<file path="src/rtl/draw_port_arbiter_pkg.sv">
// Shared types and defaults for the draw-port arbiter: FSM state encoding,
// default pixel-bus widths and the screen geometry they are sized for.
package draw_port_arbiter_pkg;

    typedef enum logic [1:0] {
        ST_IDLE    = 2'd0,
        ST_HOLD    = 2'd1,
        ST_RELEASE = 2'd2
    } arb_state_e;

    localparam int X_W_DEF  = 8;
    localparam int Y_W_DEF  = 7;
    localparam int C_W_DEF  = 3;
    localparam int SCREEN_W = 160;
    localparam int SCREEN_H = 120;

endpackage

</file>
<file path="src/rtl/draw_port_arbiter_if.sv">
// Pixel-write bus between the draw engines (master) and the arbiter (slave),
// including the arbiter's grant/status outputs.
interface draw_port_arbiter_if
    import draw_port_arbiter_pkg::*;
#(
    parameter int N_REQ = 4,
    parameter int X_W   = X_W_DEF,
    parameter int Y_W   = Y_W_DEF,
    parameter int C_W   = C_W_DEF
);
    localparam int ID_W = $clog2(N_REQ);

    logic [N_REQ-1:0]     req;
    logic [N_REQ-1:0]     done;
    logic [N_REQ-1:0]     plot_in;
    logic [N_REQ*X_W-1:0] x_in;
    logic [N_REQ*Y_W-1:0] y_in;
    logic [N_REQ*C_W-1:0] c_in;

    logic [N_REQ-1:0]     gnt;
    logic [X_W-1:0]       x_out;
    logic [Y_W-1:0]       y_out;
    logic [C_W-1:0]       colour_out;
    logic                 plot_out;
    logic                 busy;
    logic [ID_W-1:0]      active_id;
    logic                 timeout_err;

    modport master (
        output req, done, plot_in, x_in, y_in, c_in,
        input  gnt, x_out, y_out, colour_out, plot_out, busy, active_id, timeout_err
    );

    modport slave (
        input  req, done, plot_in, x_in, y_in, c_in,
        output gnt, x_out, y_out, colour_out, plot_out, busy, active_id, timeout_err
    );

endinterface

</file>
<file path="src/rtl/draw_port_arbiter_rr_priority_pick.sv">
// Combinational round-robin pick: first set request strictly above the
// pointer, wrapping around, found by a lowest-set-bit scan of a doubled vector.
module rr_priority_pick #(
    parameter int N_REQ = 4,
    parameter int ID_W  = $clog2(N_REQ)
) (
    input  logic [N_REQ-1:0] req_i,
    input  logic [ID_W-1:0]  ptr_i,
    output logic [N_REQ-1:0] pick_o,
    output logic [ID_W-1:0]  idx_o,
    output logic             any_o
);
    localparam logic [2*N_REQ-1:0] ONE = (2*N_REQ)'(1);

    logic [N_REQ-1:0]   above;
    logic [2*N_REQ-1:0] dbl;
    logic [2*N_REQ-1:0] lowest;

    genvar gi;
    generate
        for (gi = 0; gi < N_REQ; gi++) begin : g_mask
            assign above[gi] = (ID_W'(gi) > ptr_i);
        end
    endgenerate

    // Lower half holds only requests past the pointer; upper half is the wrap.
    assign dbl    = {req_i, req_i & above};
    assign lowest = dbl & ~(dbl - ONE);
    assign pick_o = lowest[N_REQ-1:0] | lowest[2*N_REQ-1:N_REQ];
    assign any_o  = |req_i;

    always_comb begin
        idx_o = '0;
        for (int i = 0; i < N_REQ; i++) begin
            if (pick_o[i]) idx_o = ID_W'(i);
        end
    end

endmodule

</file>
<file path="src/rtl/draw_port_arbiter.sv">
// Shares the single VGA pixel-write port between N_REQ draw engines with
// optional fixed priority for requester 0, round-robin otherwise, and a hold timeout.
module draw_port_arbiter
    import draw_port_arbiter_pkg::*;
#(
    parameter int N_REQ   = 4,
    parameter int X_W     = X_W_DEF,
    parameter int Y_W     = Y_W_DEF,
    parameter int C_W     = C_W_DEF,
    parameter int HI_PRI0 = 1,
    parameter int TIMEOUT = 20000
) (
    input  logic                 clk,
    input  logic                 resetn,
    draw_port_arbiter_if.slave   bus
);
    localparam int ID_W = $clog2(N_REQ);

    arb_state_e       state_q;
    logic [ID_W-1:0]  win_q;
    logic [ID_W-1:0]  ptr_q;
    logic [N_REQ-1:0] gnt_q;
    logic [15:0]      cnt_q;
    logic [X_W-1:0]   x_q;
    logic [Y_W-1:0]   y_q;
    logic [C_W-1:0]   c_q;
    logic             plot_q;
    logic             busy_q;
    logic             terr_q;

    logic [N_REQ-1:0] pick_oh;
    logic [ID_W-1:0]  pick_idx;
    logic             pick_any;
    logic [N_REQ-1:0] sel_oh_d;
    logic [ID_W-1:0]  sel_idx_d;

    rr_priority_pick #(.N_REQ(N_REQ), .ID_W(ID_W)) u_pick (
        .req_i  (bus.req),
        .ptr_i  (ptr_q),
        .pick_o (pick_oh),
        .idx_o  (pick_idx),
        .any_o  (pick_any)
    );

    always_comb begin
        sel_oh_d  = pick_oh;
        sel_idx_d = pick_idx;
        if (HI_PRI0 != 0 && bus.req[0]) begin
            sel_oh_d  = N_REQ'(1);
            sel_idx_d = '0;
        end
    end

    logic           g_req, g_done, g_plot, timeout_hit, hold_exit;
    logic [X_W-1:0] g_x;
    logic [Y_W-1:0] g_y;
    logic [C_W-1:0] g_c;

    assign g_req       = bus.req[win_q];
    assign g_done      = bus.done[win_q];
    assign g_plot      = bus.plot_in[win_q];
    assign g_x         = bus.x_in[win_q*X_W +: X_W];
    assign g_y         = bus.y_in[win_q*Y_W +: Y_W];
    assign g_c         = bus.c_in[win_q*C_W +: C_W];
    assign timeout_hit = (cnt_q == 16'(TIMEOUT - 1));
    assign hold_exit   = g_done | ~g_req | timeout_hit;

    always_ff @(posedge clk or negedge resetn) begin
        if (!resetn) begin
            state_q <= ST_IDLE;
            win_q   <= '0;
            ptr_q   <= ID_W'(N_REQ - 1);
            gnt_q   <= '0;
            cnt_q   <= '0;
            x_q     <= '0;
            y_q     <= '0;
            c_q     <= '0;
            plot_q  <= 1'b0;
            busy_q  <= 1'b0;
            terr_q  <= 1'b0;
        end else begin
            case (state_q)
                ST_IDLE: begin
                    plot_q <= 1'b0;
                    if (pick_any) begin
                        state_q <= ST_HOLD;
                        win_q   <= sel_idx_d;
                        gnt_q   <= sel_oh_d;
                        cnt_q   <= '0;
                        busy_q  <= 1'b1;
                    end
                end
                ST_HOLD: begin
                    // The final pixel, even one strobed alongside done, is still forwarded.
                    plot_q <= g_plot;
                    x_q    <= g_x;
                    y_q    <= g_y;
                    c_q    <= g_c;
                    if (cnt_q != 16'hFFFF) cnt_q <= cnt_q + 16'd1;
                    if (hold_exit) begin
                        state_q <= ST_RELEASE;
                        gnt_q   <= '0;
                        if (timeout_hit) terr_q <= 1'b1;
                    end
                end
                ST_RELEASE: begin
                    plot_q  <= 1'b0;
                    ptr_q   <= win_q;
                    busy_q  <= 1'b0;
                    state_q <= ST_IDLE;
                end
                default: begin
                    state_q <= ST_IDLE;
                    gnt_q   <= '0;
                    plot_q  <= 1'b0;
                    busy_q  <= 1'b0;
                end
            endcase
        end
    end

    assign bus.gnt         = gnt_q;
    assign bus.x_out       = x_q;
    assign bus.y_out       = y_q;
    assign bus.colour_out  = c_q;
    assign bus.plot_out    = plot_q;
    assign bus.busy        = busy_q;
    assign bus.active_id   = win_q;
    assign bus.timeout_err = terr_q;

endmodule
</file>
<file path="src/flat_wrapper.sv">
// flat-port wrapper written by rule: the top's interface ports become plain ports
module draw_port_arbiter_flat import draw_port_arbiter_pkg::*;
#(
    parameter int N_REQ   = 4,
    parameter int X_W     = X_W_DEF,
    parameter int Y_W     = Y_W_DEF,
    parameter int C_W     = C_W_DEF,
    parameter int HI_PRI0 = 1,
    parameter int TIMEOUT = 20000
)
  (clk, resetn, bus_req, bus_done, bus_plot_in, bus_x_in, bus_y_in, bus_c_in, bus_gnt, bus_x_out, bus_y_out, bus_colour_out, bus_plot_out, bus_busy, bus_active_id, bus_timeout_err);
  draw_port_arbiter_if #(.N_REQ(N_REQ), .X_W(X_W), .Y_W(Y_W), .C_W(C_W)) bus_i ();
  input  logic clk;
  input  logic resetn;
  input wire logic [$bits(bus_i.req)-1:0] bus_req;
  input wire logic [$bits(bus_i.done)-1:0] bus_done;
  input wire logic [$bits(bus_i.plot_in)-1:0] bus_plot_in;
  input wire logic [$bits(bus_i.x_in)-1:0] bus_x_in;
  input wire logic [$bits(bus_i.y_in)-1:0] bus_y_in;
  input wire logic [$bits(bus_i.c_in)-1:0] bus_c_in;
  output wire logic [$bits(bus_i.gnt)-1:0] bus_gnt;
  output wire logic [$bits(bus_i.x_out)-1:0] bus_x_out;
  output wire logic [$bits(bus_i.y_out)-1:0] bus_y_out;
  output wire logic [$bits(bus_i.colour_out)-1:0] bus_colour_out;
  output wire logic [$bits(bus_i.plot_out)-1:0] bus_plot_out;
  output wire logic [$bits(bus_i.busy)-1:0] bus_busy;
  output wire logic [$bits(bus_i.active_id)-1:0] bus_active_id;
  output wire logic [$bits(bus_i.timeout_err)-1:0] bus_timeout_err;
  assign bus_i.req = bus_req;
  assign bus_i.done = bus_done;
  assign bus_i.plot_in = bus_plot_in;
  assign bus_i.x_in = bus_x_in;
  assign bus_i.y_in = bus_y_in;
  assign bus_i.c_in = bus_c_in;
  assign bus_gnt = bus_i.gnt;
  assign bus_x_out = bus_i.x_out;
  assign bus_y_out = bus_i.y_out;
  assign bus_colour_out = bus_i.colour_out;
  assign bus_plot_out = bus_i.plot_out;
  assign bus_busy = bus_i.busy;
  assign bus_active_id = bus_i.active_id;
  assign bus_timeout_err = bus_i.timeout_err;
  draw_port_arbiter #(.N_REQ(N_REQ), .X_W(X_W), .Y_W(Y_W), .C_W(C_W), .HI_PRI0(HI_PRI0), .TIMEOUT(TIMEOUT)) u_core (.clk(clk), .resetn(resetn), .bus(bus_i));
endmodule
</file>
<file path="config.mk">
export PLATFORM = sky130hd
export DESIGN_NAME = draw_port_arbiter_flat
export DESIGN_NICKNAME = d
export VERILOG_FILES = /design/src/rtl/draw_port_arbiter_pkg.sv /design/src/rtl/draw_port_arbiter_if.sv /design/src/rtl/draw_port_arbiter_rr_priority_pick.sv /design/src/rtl/draw_port_arbiter.sv /design/src/flat_wrapper.sv
export SDC_FILE = /design/constraint.sdc
export NUM_CORES = 1
export LEC_CHECK = 0
export BUFFER_PORTS_ARGS = -buffer_cell sky130_fd_sc_hd__buf_2
export CAP_MARGIN = 20
export CORE_AREA = 2 2 87 89
export DETAILED_ROUTE_END_ITERATION = 8
export DIE_AREA = 0 0 89 91
export PLACE_DENSITY = 0.69
export SYNTH_ARGS = -nofsm -noshare
export SYNTH_HDL_FRONTEND = slang
export SYNTH_SLANG_ARGS = --single-unit
</file>
<file path="constraint.sdc">
create_clock -name clk -period 1.64 [get_ports clk]
set_input_delay 0.082 -clock clk [delete_from_list [all_inputs] [get_ports clk]]
set_output_delay 0.082 -clock clk [all_outputs]
set_load 0.1 [all_outputs]
</file>
==> metrics.log, run 1 <==
INFO  metric vdd_ir_drop_max = 1.18 mV
INFO  metric grt_setup_unrepaired = yes
INFO  metric xor_xnor_share_of_the_synthesized_area = 0%
INFO  metric share_of_flip_flops_with_an_asynchronous_set_or_reset = 100%
INFO  metric worst_skew_pair.late_latency = about 0.3 ns
INFO  metric min-delay-start = bus_req[0]
INFO  metric post-route-drc-count = 0
INFO  metric holdCritPathClass = in -> reg
INFO  metric grt_antenna_before_repair = 0
INFO  metric dieHeight = roughly 90 µm
INFO  metric finalHoldViolCount = 0
INFO  metric critPathRequiredTime = around 1.9 ns
INFO  metric diodes = 0
INFO  metric cts.sink_count = 47
INFO  metric clock_root_buffer = sky130_fd_sc_hd__clkbuf_8
INFO  metric crit_path_end_kind = register
INFO  metric floorplan.rows = 31
INFO  metric slew_violations = 0
INFO  metric cts.clk_slew.worst_paths = 0.10 ns
INFO  metric critical_path.max_fanout = 5
INFO  metric synth-edff-count = 0
INFO  metric initial_core_util = about two fifths
INFO  metric power_density_relative_to_cell_area = a little under 2000 mW/mm²
INFO  metric synth.ff_latch_count = 47
INFO  metric global_route.overflow_total = 0
INFO  metric multiplexer_area_fraction_after_synthesis = 18.9%
INFO  metric placement.io_buffers = around 110
INFO  metric die-area = 0.00810 mm²
INFO  metric post_synth_fa_ha_maj_area_fraction = less than 1%
INFO  metric groute.usage.overall = 18.5%
INFO  metric most_common_library_cell_in_the_layout_ignoring_fill_and_taps = sky130_fd_sc_hd__buf_2
INFO  metric tritoncts.num_buffers = 5
INFO  metric place_area = about 0.0037 mm²
INFO  metric tritoncts_clock_tree = built
INFO  metric dominant_combinational_cell_family_by_area_after_synthesis = simple AND/OR/NAND/NOR gates
INFO  metric core = approximately 0.007 mm²
INFO  metric final_core_utilization = a little under three fifths
INFO  metric io-pin-count = approximately 110
INFO  metric final-setup-viol-count = 14
INFO  metric area.sequential = between 0.001 and 0.0015 mm²
INFO  metric final_antenna_net_count = 0
INFO  metric timing.clock.skew = roughly 0.01 ns
INFO  metric critical_path.reg2reg.startpoint = u_core.cnt_q[1]$_DFFE_PN0P_
INFO  metric hpwl_after_dpl = approximately 6000 µm
INFO  metric leakage = 1.87 nW
INFO  metric failed_checks = setup timing
INFO  metric grt_start_max_net_pins = 35
INFO  metric post_synth_instance_area = ~0.0028 mm²
INFO  metric syn_nets = around 360
INFO  metric synth_simple_gate_area_share = approximately a quarter
INFO  metric drive_above_1_share = roughly half
INFO  metric total_power = about 7.7 mW
INFO  metric vias_in_the_first_global_route = between 2,000 and 3,000
INFO  metric synth.yosys.seq_area_share = a little over two fifths
INFO  metric final_cell_area = about 0.0040 mm²
INFO  metric synth_compound_area_share = 10.8%
INFO  metric post-route-worst-setup-slack = -0.113 ns
INFO  metric fmaxAchievable = ~0.57 GHz
INFO  metric first_pass_grt_wire_length = around 12,000 µm
INFO  metric yosys.cell_types.count = between 40 and 50
INFO  metric slew_headroom = between 60% and 70%
INFO  metric synthCells = about 270
INFO  metric post_synth.cell_area_avg = about 10 µm²
INFO  metric vias = ~2,700
INFO  metric timing.max_cap.violations = 0
INFO  metric drt-vias-per-instance = 5.27
INFO  metric tns = -0.827 ns
INFO  metric fillers = 673
INFO  metric timing.critical_path.arrival = 2.00 ns
INFO  metric critPathLaunch = u_core.cnt_q[1]$_DFFE_PN0P_
INFO  metric worst_pin_slew = around 0.5 ns
INFO  metric detail_route.wl_per_cell = 14.7 µm
INFO  metric cts_buffer_depth = 2
INFO  metric finalWeightedCongestion = a little over 0.8
INFO  metric period_needed = between 1.5 and 2 ns
INFO  metric critical_path.startpoint_type = register
INFO  metric outcome = finished with violations
INFO  metric mostFrequentLayoutCells = sky130_fd_sc_hd__buf_2 (112), sky130_fd_sc_hd__nand2_1 (73), sky130_fd_sc_hd__dfrtp_1 (42)
INFO  metric crit_type = reg -> reg
INFO  metric synth_ff_type = sky130_fd_sc_hd__dfrtp_1
INFO  metric multiInputGateArea = 0.00158 mm²
INFO  metric h_tree_levels = 2
INFO  metric drtIter0Drc = ~120
INFO  metric layout_worst_path_cycle_share = 107%
INFO  metric yosys_warnings = 0
INFO  metric die_width = between 80 and 90 µm
INFO  metric detailed_route_wire_length = ~7600 µm
INFO  metric area_growth = 43.5%
INFO  metric finalNetCount = between 500 and 600
INFO  metric first_pass_iters = 4
[logic make-up (layout without fill, tap and decap cells)]
kind of cell | after synthesis | count (layout)
compound gates | 43 | 43
fa+ha+maj | 1 | 1
buf+inv | 23 | 171
flops | 47 | 47
mux | 27 | 27
simple gates | 133 | 133
[worst paths after layout]
kind / end / slack, ns / depth (start not counted)
min in group asynchronous: u_core.cnt_q[9]$_DFFE_PN0P_ / 0.21 / 2
max in group asynchronous: u_core.ptr_q[1]$_DFFE_PN1P_ / 0.86 / 3
min: u_core.bus.gnt[0]$_DFFE_PN0P_ / 0.10 / 3
min reg2reg: u_core.bus.x_out[2]$_DFFE_PN0P_ / 0.47 / 2
max reg2reg: u_core.cnt_q[1]$_DFFE_PN0P_ / -0.11 / 6
max: u_core.cnt_q[1]$_DFFE_PN0P_ / -0.11 / 6
[cell type report]
| class | count | area share, % |
|---|---|---|
| well taps | 99 | 3.12 |
| multi-input cells | 204 | 39.9 |
| clock inverters | 3 | 1.80 |
| clock buffers | 5 | 1.73 |
| flip-flops and latches | 47 | 29.9 |
| repair buffers | 153 | 22.6 |
| inverters | 10 | 0.945 |
[synthesized netlist by cell type (5+ instances only)]
master / n / area share, %
sky130_fd_sc_hd__nor2b_1: 7 / 1.6
sky130_fd_sc_hd__a21oi_1: 12 / 2.2
sky130_fd_sc_hd__dfrtp_1: 45 / 41
sky130_fd_sc_hd__nor2_1: 8 / 1.1
sky130_fd_sc_hd__clkbuf_1: 6 / 0.81
sky130_fd_sc_hd__nand2_1: 74 / 10
sky130_fd_sc_hd__or4_1: 7 / 1.9
sky130_fd_sc_hd__buf_2: 5 / 0.90
sky130_fd_sc_hd__o21ai_0: 6 / 1.1
sky130_fd_sc_hd__inv_1: 9 / 1.2
sky130_fd_sc_hd__nand3_1: 8 / 1.4
sky130_fd_sc_hd__mux4_2: 20 / 16
sky130_fd_sc_hd__o31ai_1: 7 / 1.9
sky130_fd_sc_hd__nand2b_1: 6 / 1.4
[state kept, by name (all words and copies together) (netlist names)]
name and count:
u_core.bus.busy 1, u_core.cnt_q 16, u_core.bus.timeout_err 1, u_core.ptr_q 2, u_core.state_q 2, u_core.bus.gnt 4
u_core.bus.plot_out 1, u_core.bus.x_out 8, u_core.bus.active_id 2, u_core.bus.y_out 7, u_core.bus.colour_out 3
[per-layer routing]
layer	global-route usage [%]	vias to the layer above	share of wire [%]
li1	-	1304	-
met1	24.6	1341	42
met2	31.2	99	50
met3	3.00	4	6.5
met4	4.48	0	0.71
met5	0	-	0
[repair_timing]
item | 4_1_cts | 5_1_grt
resized for setup | 8 | 9
hold buffers | 1 | 0
pin swaps | 1 | 1
cloned | 0 | 1
buffers inserted | 1 | 3
endpoints found under the hold margin | 13 | 0
setup endpoints to repair | 9 | 17
[worst max-delay path: stages (launching register included)]
cell                              delay, ns
sky130_fd_sc_hd__dfrtp_1               0.41
sky130_fd_sc_hd__ha_4                  0.17
sky130_fd_sc_hd__nand4_4               0.11
sky130_fd_sc_hd__nor4_1                0.43
sky130_fd_sc_hd__clkdlybuf4s15_2       0.32
sky130_fd_sc_hd__or2_2                 0.13
sky130_fd_sc_hd__a22o_1                0.13
[through the flow]
stage | std cells | hold slack (ns) | setup WS (ns)
after floorplan | 274 | -0.214 | 0.00209
after CTS | 517 | 0.0962 | -0.0679
after global routing | 521 | 0.109 | -0.209
after detailed placement | 507 | 0.0129 | -0.0904
final | 521 | 0.101 | -0.113
after global placement | 507 | 0.00930 | -0.100
[power breakdown]
group,switching [mW],internal [mW]
logic,3.45,1.34
clock network,0.419,0.619
registers,0.266,1.57
Note: power is estimated with default switching activity, not from simulation.
==> run 2: changes to the inputs <==
--- a/config.mk
+++ b/config.mk
@@ -11,6 +11,7 @@
 export DETAILED_ROUTE_END_ITERATION = 8
 export DIE_AREA = 0 0 89 91
 export PLACE_DENSITY = 0.69
+export RECOVER_POWER = 25
 export SYNTH_ARGS = -nofsm -noshare
 export SYNTH_HDL_FRONTEND = slang
 export SYNTH_SLANG_ARGS = --single-unit
==> run 2 against run 1 <==
Net effect: the flow still finishes with violations (setup timing); cell area decreased by 0.35%; non-clock buffer count unchanged; via count about the same; global-route usage is the same; largest power group unchanged.
==> metrics.log, run 2 (same netlist as run 1, synthesis figures left out) <==
INFO  metric outcome = finished with violations
INFO  metric failed_checks = setup timing
INFO  metric critical_path.cell_chain = ha_4 > nand4_4 > nor4_1 > clkdlybuf4s15_2 > or2_2 > a22o_1
INFO  metric finalHoldViolCount = 0
INFO  metric die-area = ~0.0081 mm²
INFO  metric fmaxAchievable = ~0.57 GHz
INFO  metric groute.usage.overall = 18.5%
INFO  metric io-pin-count = between 100 and 150
INFO  metric top_register = u_core.cnt_q
INFO  metric area_growth = 43.0%
INFO  metric vdd_ir_drop_max = 1.18 mV
INFO  metric critical_path.max_fanout = 5
INFO  metric die_width = between 80 and 90 µm
INFO  metric grt_start_max_net_pins = 35
INFO  metric detail_route.wl_per_cell = between 10 and 15 µm
INFO  metric worst_pin_slew = 0.768 ns
INFO  metric floorplan.rows = 31
INFO  metric timing.max_cap.violations = 0
INFO  metric power_density_relative_to_cell_area = around 1900 mW/mm²
INFO  metric first_pass_grt_wire_length = 11,900 µm
INFO  metric post-route-worst-setup-slack = -0.114 ns
INFO  metric min-delay-start = bus_req[0]
INFO  metric grt_setup_unrepaired = yes
INFO  metric layout_worst_path_cycle_share = 107%
INFO  metric largest_register_ffs = 16
INFO  metric grt_antenna_before_repair = 0
INFO  metric vias = about 2,700
INFO  metric cts_buffer_depth = 2
INFO  metric critical_path.startpoint_type = register
INFO  metric diodes = 0
INFO  metric slew_violations = 0
INFO  metric most_common_library_cell_in_the_layout_ignoring_fill_and_taps = sky130_fd_sc_hd__buf_2
INFO  metric placedCellCount = roughly 510
INFO  metric first_pass_iters = 4
INFO  metric finalWeightedCongestion = 0.823
INFO  metric cpMaxStageDelayCell = sky130_fd_sc_hd__nor4_1
INFO  metric drtIter0Drc = approximately 120
INFO  metric global_route.overflow_total = 0
INFO  metric critPathRequiredTime = approximately 1.9 ns
INFO  metric holdCritPathClass = in -> reg
INFO  metric crit_type = reg -> reg
INFO  metric leakage = about 1.9 nW
INFO  metric initial_core_util = approximately 39%
INFO  metric core = 0.00714 mm²
INFO  metric mostFrequentLayoutCells = sky130_fd_sc_hd__buf_2 (111), sky130_fd_sc_hd__nand2_1 (73), sky130_fd_sc_hd__dfrtp_1 (42)
INFO  metric h_tree_levels = 2
INFO  metric slew_headroom = 48.8%
INFO  metric vias_in_the_first_global_route = ~2,600
INFO  metric tritoncts_clock_tree = built
INFO  metric period_needed = between 1.5 and 2 ns
INFO  metric placement.io_buffers = 112
INFO  metric tritoncts.num_buffers = 5
INFO  metric critPathLaunch = u_core.cnt_q[1]$_DFFE_PN0P_
INFO  metric hpwl_after_dpl = a little under 6000 µm
INFO  metric drt-vias-per-instance = around 5.3
INFO  metric finalNetCount = 508
INFO  metric critical_path.reg2reg.startpoint = u_core.cnt_q[1]$_DFFE_PN0P_
INFO  metric total_power = about 7.7 mW
INFO  metric post-route-drc-count = 0
INFO  metric timing.critical_path.arrival = around 2.0 ns
INFO  metric final_core_utilization = between 50% and 60%
INFO  metric worst_skew_pair.late_latency = about 0.30 ns
INFO  metric cts.sink_count = between 40 and 50
INFO  metric layout.cells.non_filler = 521
INFO  metric cts.clk_slew.worst_paths = approximately 0.10 ns
INFO  metric clock_root_buffer = sky130_fd_sc_hd__clkbuf_8
INFO  metric timing.clock.skew = slightly above 0.01 ns
INFO  metric final-setup-viol-count = 14
INFO  metric dieHeight = just over 90 µm
INFO  metric final_antenna_net_count = 0
INFO  metric max_stage_delay = approximately 0.43 ns
INFO  metric crit_path_end_kind = register
INFO  metric detailed_route_wire_length = 7640 µm
INFO  metric drive_above_1_share = 49.1%
run 2: repair_timing:
item / CTS / global route
cloned: 0 / 1
buffers inserted: 1 / 3
setup endpoints to repair: 9 / 17
hold buffers: 1 / 0
gates resized for setup: 8 / 9
hold endpoints to repair: 13 / 0
pin swaps: 1 / 1
run 2: power by group:
part           leakage (nW)  switching [mW]  internal (mW)  total (mW)
combinational          1.20            3.45           1.33        4.79
sequential            0.600           0.265           1.57        1.83
clock                0.0703           0.419          0.619        1.04
run 2: final timing paths:
kind / slack, ns / endpoint / cells after the start
max in group asynchronous: 0.22 / u_core.bus.active_id[0]$_DFFE_PN0P_ / 3
setup / recovery: -0.11 / u_core.cnt_q[1]$_DFFE_PN0P_ / 6
min in group asynchronous: 0.35 / u_core.cnt_q[11]$_DFFE_PN0P_ / 2
hold reg to reg: 0.47 / u_core.bus.x_out[2]$_DFFE_PN0P_ / 2
hold / removal: 0.1 / u_core.bus.gnt[0]$_DFFE_PN0P_ / 3
setup reg to reg: -0.11 / u_core.cnt_q[1]$_DFFE_PN0P_ / 6
run 2: layout make-up:
type / instances / area [µm²]
clock buffer: 5 / 68.8
multi-input combinational: 204 / 1580
tap: 99 / 124
inverter: 10 / 37.5
sequential: 47 / 1190
timing repair buffer: 153 / 886
clock inverter: 3 / 71.3
fill: 676 / 3180
run 2: layer usage:
metal  vias to the layer above  wire length, µm  GRT usage [%]
met3                         4              488           3.00
met5                         -                0              0
met4                         0               54           4.48
li1                       1305                -              -
met2                       100             3850           31.2
met1                      1340             3250           24.6
run 2: critical path: cells and delay by family, from the launching register on:
family	cells	cell delay, ns
fa+ha+maj	1	0.17
simple gates	3	0.67
buf+inv	1	0.32
flops	1	0.41
compound gates	1	0.13
run 2: through the flow:
| step | hold WS, ns | setup TNS, ns | cell area, µm² | setup slack [ns] |
|---|---|---|---|---|
| 2_1_floorplan | -0.214 | 0 | 2810 | 0.00209 |
| 3_3_place_gp | 0.00930 | -0.190 | 3710 | -0.100 |
| 3_5_place_dp | 0.0129 | -0.420 | 3710 | -0.0904 |
| 4_1_cts | 0.0962 | -0.209 | 3890 | -0.0679 |
| 5_1_grt | 0.109 | -2.75 | 3960 | -0.209 |
| 6_report | 0.0993 | -0.828 | 3960 | -0.114 |
==> run 3: changes to the inputs <==
--- a/config.mk
+++ b/config.mk
@@ -10,7 +10,7 @@
 export CORE_AREA = 2 2 87 89
 export DETAILED_ROUTE_END_ITERATION = 8
 export DIE_AREA = 0 0 89 91
-export PLACE_DENSITY = 0.69
+export PLACE_DENSITY = 0.71
 export RECOVER_POWER = 25
 export SYNTH_ARGS = -nofsm -noshare
 export SYNTH_HDL_FRONTEND = slang
==> run 3 against run 2 <==
Net effect: register-to-register slack gained 0.04 ns; utilization grew 0.28 points; the flow still finishes with violations (setup timing); critical path depth shrank 1; highest routed layer unchanged; sequential share of layout area shrank 0.12 points; count of clock-buffer cells in the layout is the same; clock skew shrank 0.0049 ns; sequential power is essentially flat; maximum frequency grew 2.0%; die area is the same.
==> metrics.log, run 3 (same netlist as run 1, synthesis figures left out) <==
INFO  metric critical_path.startpoint_type = register
INFO  metric timing.clock.skew = between 0.005 and 0.006 ns
INFO  metric timing.max_cap.violations = 0
INFO  metric clock_root_buffer = sky130_fd_sc_hd__clkbuf_8
INFO  metric timing.critical_path.arrival = around 2 ns
INFO  metric placedCellCount = roughly 500
INFO  metric drtIter0Drc = 138
INFO  metric floorplan.rows = 31
INFO  metric final_antenna_net_count = 0
INFO  metric most_common_library_cell_in_the_layout_ignoring_fill_and_taps = sky130_fd_sc_hd__buf_2
INFO  metric die_width = ~90 µm
INFO  metric critical-path-top-delay-family = compound AO/OA/AOI/OAI gates
INFO  metric worst_skew_pair.late_latency = 0.30 ns
INFO  metric crit_path_end_kind = register
INFO  metric wl_met1 = 3230 µm
INFO  metric outcome = finished with violations
INFO  metric crit_type = reg -> reg
INFO  metric post-route-worst-setup-slack = -0.0784 ns
INFO  metric place_area = ~0.0037 mm²
INFO  metric layout_worst_path_cycle_share = 105%
INFO  metric tritoncts.num_buffers = 5
INFO  metric io-pin-count = 113
INFO  metric detail_route.wl_per_cell = around 15 µm
INFO  metric slew_headroom = 60.2%
INFO  metric drive_above_1_share = slightly above 50%
INFO  metric route.met2.wl = slightly above 4000 µm
INFO  metric core = a little over 0.007 mm²
INFO  metric failed_checks = setup timing
INFO  metric first_pass_iters = 4
INFO  metric top_register = u_core.cnt_q
INFO  metric fillers = between 600 and 700
INFO  metric hpwl_after_dpl = between 5000 and 6000 µm
INFO  metric grt_setup_unrepaired = yes
INFO  metric fmaxAchievable = 0.582 GHz
INFO  metric h_tree_levels = 2
INFO  metric finalWeightedCongestion = between 0.8 and 0.9
INFO  metric slew_violations = 0
INFO  metric critical_path.cell_chain = ha_4 > nand4_4 > a2111o_1 > or4_1 > a21oi_1
INFO  metric max_stage_delay = about 0.42 ns
INFO  metric detailedPlace.worstSlack = -0.0973 ns
INFO  metric final_cell_area = around 0.004 mm²
INFO  metric cts_buffer_depth = 2
INFO  metric finalNetCount = between 500 and 600
INFO  metric cpMaxStageDelayCell = sky130_fd_sc_hd__or4_1
INFO  metric groute.usage.overall = about 19%
INFO  metric mostFrequentLayoutCells = sky130_fd_sc_hd__buf_2 (110), sky130_fd_sc_hd__nand2_1 (72), sky130_fd_sc_hd__dfrtp_1 (41)
INFO  metric leakage = ~1.9 nW
INFO  metric drt-vias-per-instance = ~5.3
INFO  metric cts.sink_count = 47
INFO  metric post-route-drc-count = 0
INFO  metric global_route.overflow_total = 0
INFO  metric vdd_ir_drop_max = slightly above 1 mV
INFO  metric dieHeight = slightly above 90 µm
INFO  metric cts.clk_slew.worst_paths = 0.09 ns
INFO  metric grt_start_max_net_pins = 24
INFO  metric finalHoldViolCount = 0
INFO  metric period_needed = roughly 1.7 ns
INFO  metric dr.max_layer_used = met4
INFO  metric detailed_route_wire_length = just under 8000 µm
INFO  metric vias_in_the_first_global_route = between 2,000 and 3,000
INFO  metric layout.cells.non_filler = 519
INFO  metric die-area = 0.00810 mm²
INFO  metric initial_core_util = between 30% and 40%
INFO  metric worst_pin_slew = 0.597 ns
INFO  metric area_growth = 43.8%
INFO  metric area.sequential = between 0.001 and 0.0015 mm²
INFO  metric first_pass_grt_wire_length = about 12,000 µm
INFO  metric met3_length = between 500 and 600 µm
INFO  metric worst-path-buf-inv = 0
INFO  metric critPathRequiredTime = between 1.5 and 2 ns
INFO  metric placement.io_buffers = 112
INFO  metric grt_antenna_before_repair = 0
INFO  metric critical_path.max_fanout = 5
INFO  metric diodes = 0
INFO  metric largest_register_ffs = 16
INFO  metric tritoncts_clock_tree = built
INFO  metric power_density_relative_to_cell_area = between 1500 and 2000 mW/mm²
INFO  metric multiInputGateArea = roughly 0.0016 mm²
INFO  metric vias = between 2,000 and 3,000
INFO  metric holdCritPathClass = in -> reg
INFO  metric final-setup-viol-count = 8
## run 3: cell types whose count changed in the layout (fill, tap and decap cells not counted), moves of 2 or more
cell	before	now
sky130_fd_sc_hd__buf_4	37	35
sky130_fd_sc_hd__o311ai_0	2	0
sky130_fd_sc_hd__o41ai_1	2	0
sky130_fd_sc_hd__o41ai_2	0	2
sky130_fd_sc_hd__or4_1	7	4
sky130_fd_sc_hd__or4_4	1	4
## run 3: worst paths after layout
kind | to | cells past startpoint | start | slack [ns]
setup / recovery | u_core.cnt_q[10]$_DFFE_PN0P_ | 5 | u_core.cnt_q[1]$_DFFE_PN0P_ | -0.08
hold / removal | u_core.bus.gnt[0]$_DFFE_PN0P_ | 3 | bus_req[0] | 0.09
setup reg to reg | u_core.cnt_q[10]$_DFFE_PN0P_ | 5 | u_core.cnt_q[1]$_DFFE_PN0P_ | -0.08
hold reg to reg | u_core.bus.x_out[4]$_DFFE_PN0P_ | 2 | u_core.bus.x_out[4]$_DFFE_PN0P_ | 0.47
max in group asynchronous | u_core.bus.x_out[4]$_DFFE_PN0P_ | 3 | resetn | 0.57
min in group asynchronous | u_core.bus.gnt[1]$_DFFE_PN0P_ | 2 | resetn | 0.31
## run 3: power by group
group | total (mW) | switching (mW) | leakage, nW | internal (mW)
registers | 1.82 | 0.259 | 0.598 | 1.57
clock network | 0.871 | 0.411 | 0.0548 | 0.459
logic | 4.91 | 3.52 | 1.20 | 1.39
total | 7.60 | 4.19 | 1.86 | 3.41
## run 3: through the flow
stage / power [mW] / hold WS, ns / util (%) / setup TNS [ns]
final: 7.60 / 0.0916 / 55.8 / -0.313
after global routing: 8.05 / 0.104 / 55.8 / -1.46
after CTS: 7.60 / 0.0795 / 54.0 / -0.317
after detailed placement: 6.68 / 0.0904 / 51.7 / -0.292
after global placement: 6.59 / 0.0838 / 51.7 / -0.117
after floorplan: 5.54 / -0.214 / - / 0
## run 3: layer usage
layer / vias to the layer above / GRT usage (%)
li1: 1299 / -
met1: 1336 / 24.8
met2: 101 / 33.6
met3: 8 / 3.27
met4: 0 / 4.35
met5: - / 0
## run 3: what timing repair did
| item | in CTS | in global routing |
|---|---|---|
| endpoints found under the hold margin | 18 | 0 |
| pin swaps | 1 | 1 |
| setup endpoints to repair | 12 | 21 |
| buffers inserted | 2 | 2 |
| hold buffers | 1 | 0 |
| resized for setup | 6 | 26 |
## run 3: worst min-delay path, delay by kind of cell
kind                   cells  cell delay (ns)
buffers and inverters      1             0.15
AND/OR/NAND/NOR            1             0.06
AO/OA/AOI/OAI              1             0.06
## run 3: layout make-up
| type | instances | area share, % |
|---|---|---|
| tap | 99 | 3.11 |
| clock buffer | 5 | 1.73 |
| timing repair buffer | 151 | 21.9 |
| multi-input combinational | 204 | 41.3 |
| clock inverter | 3 | 1.16 |
| sequential | 47 | 29.9 |
| inverter | 10 | 0.943 |
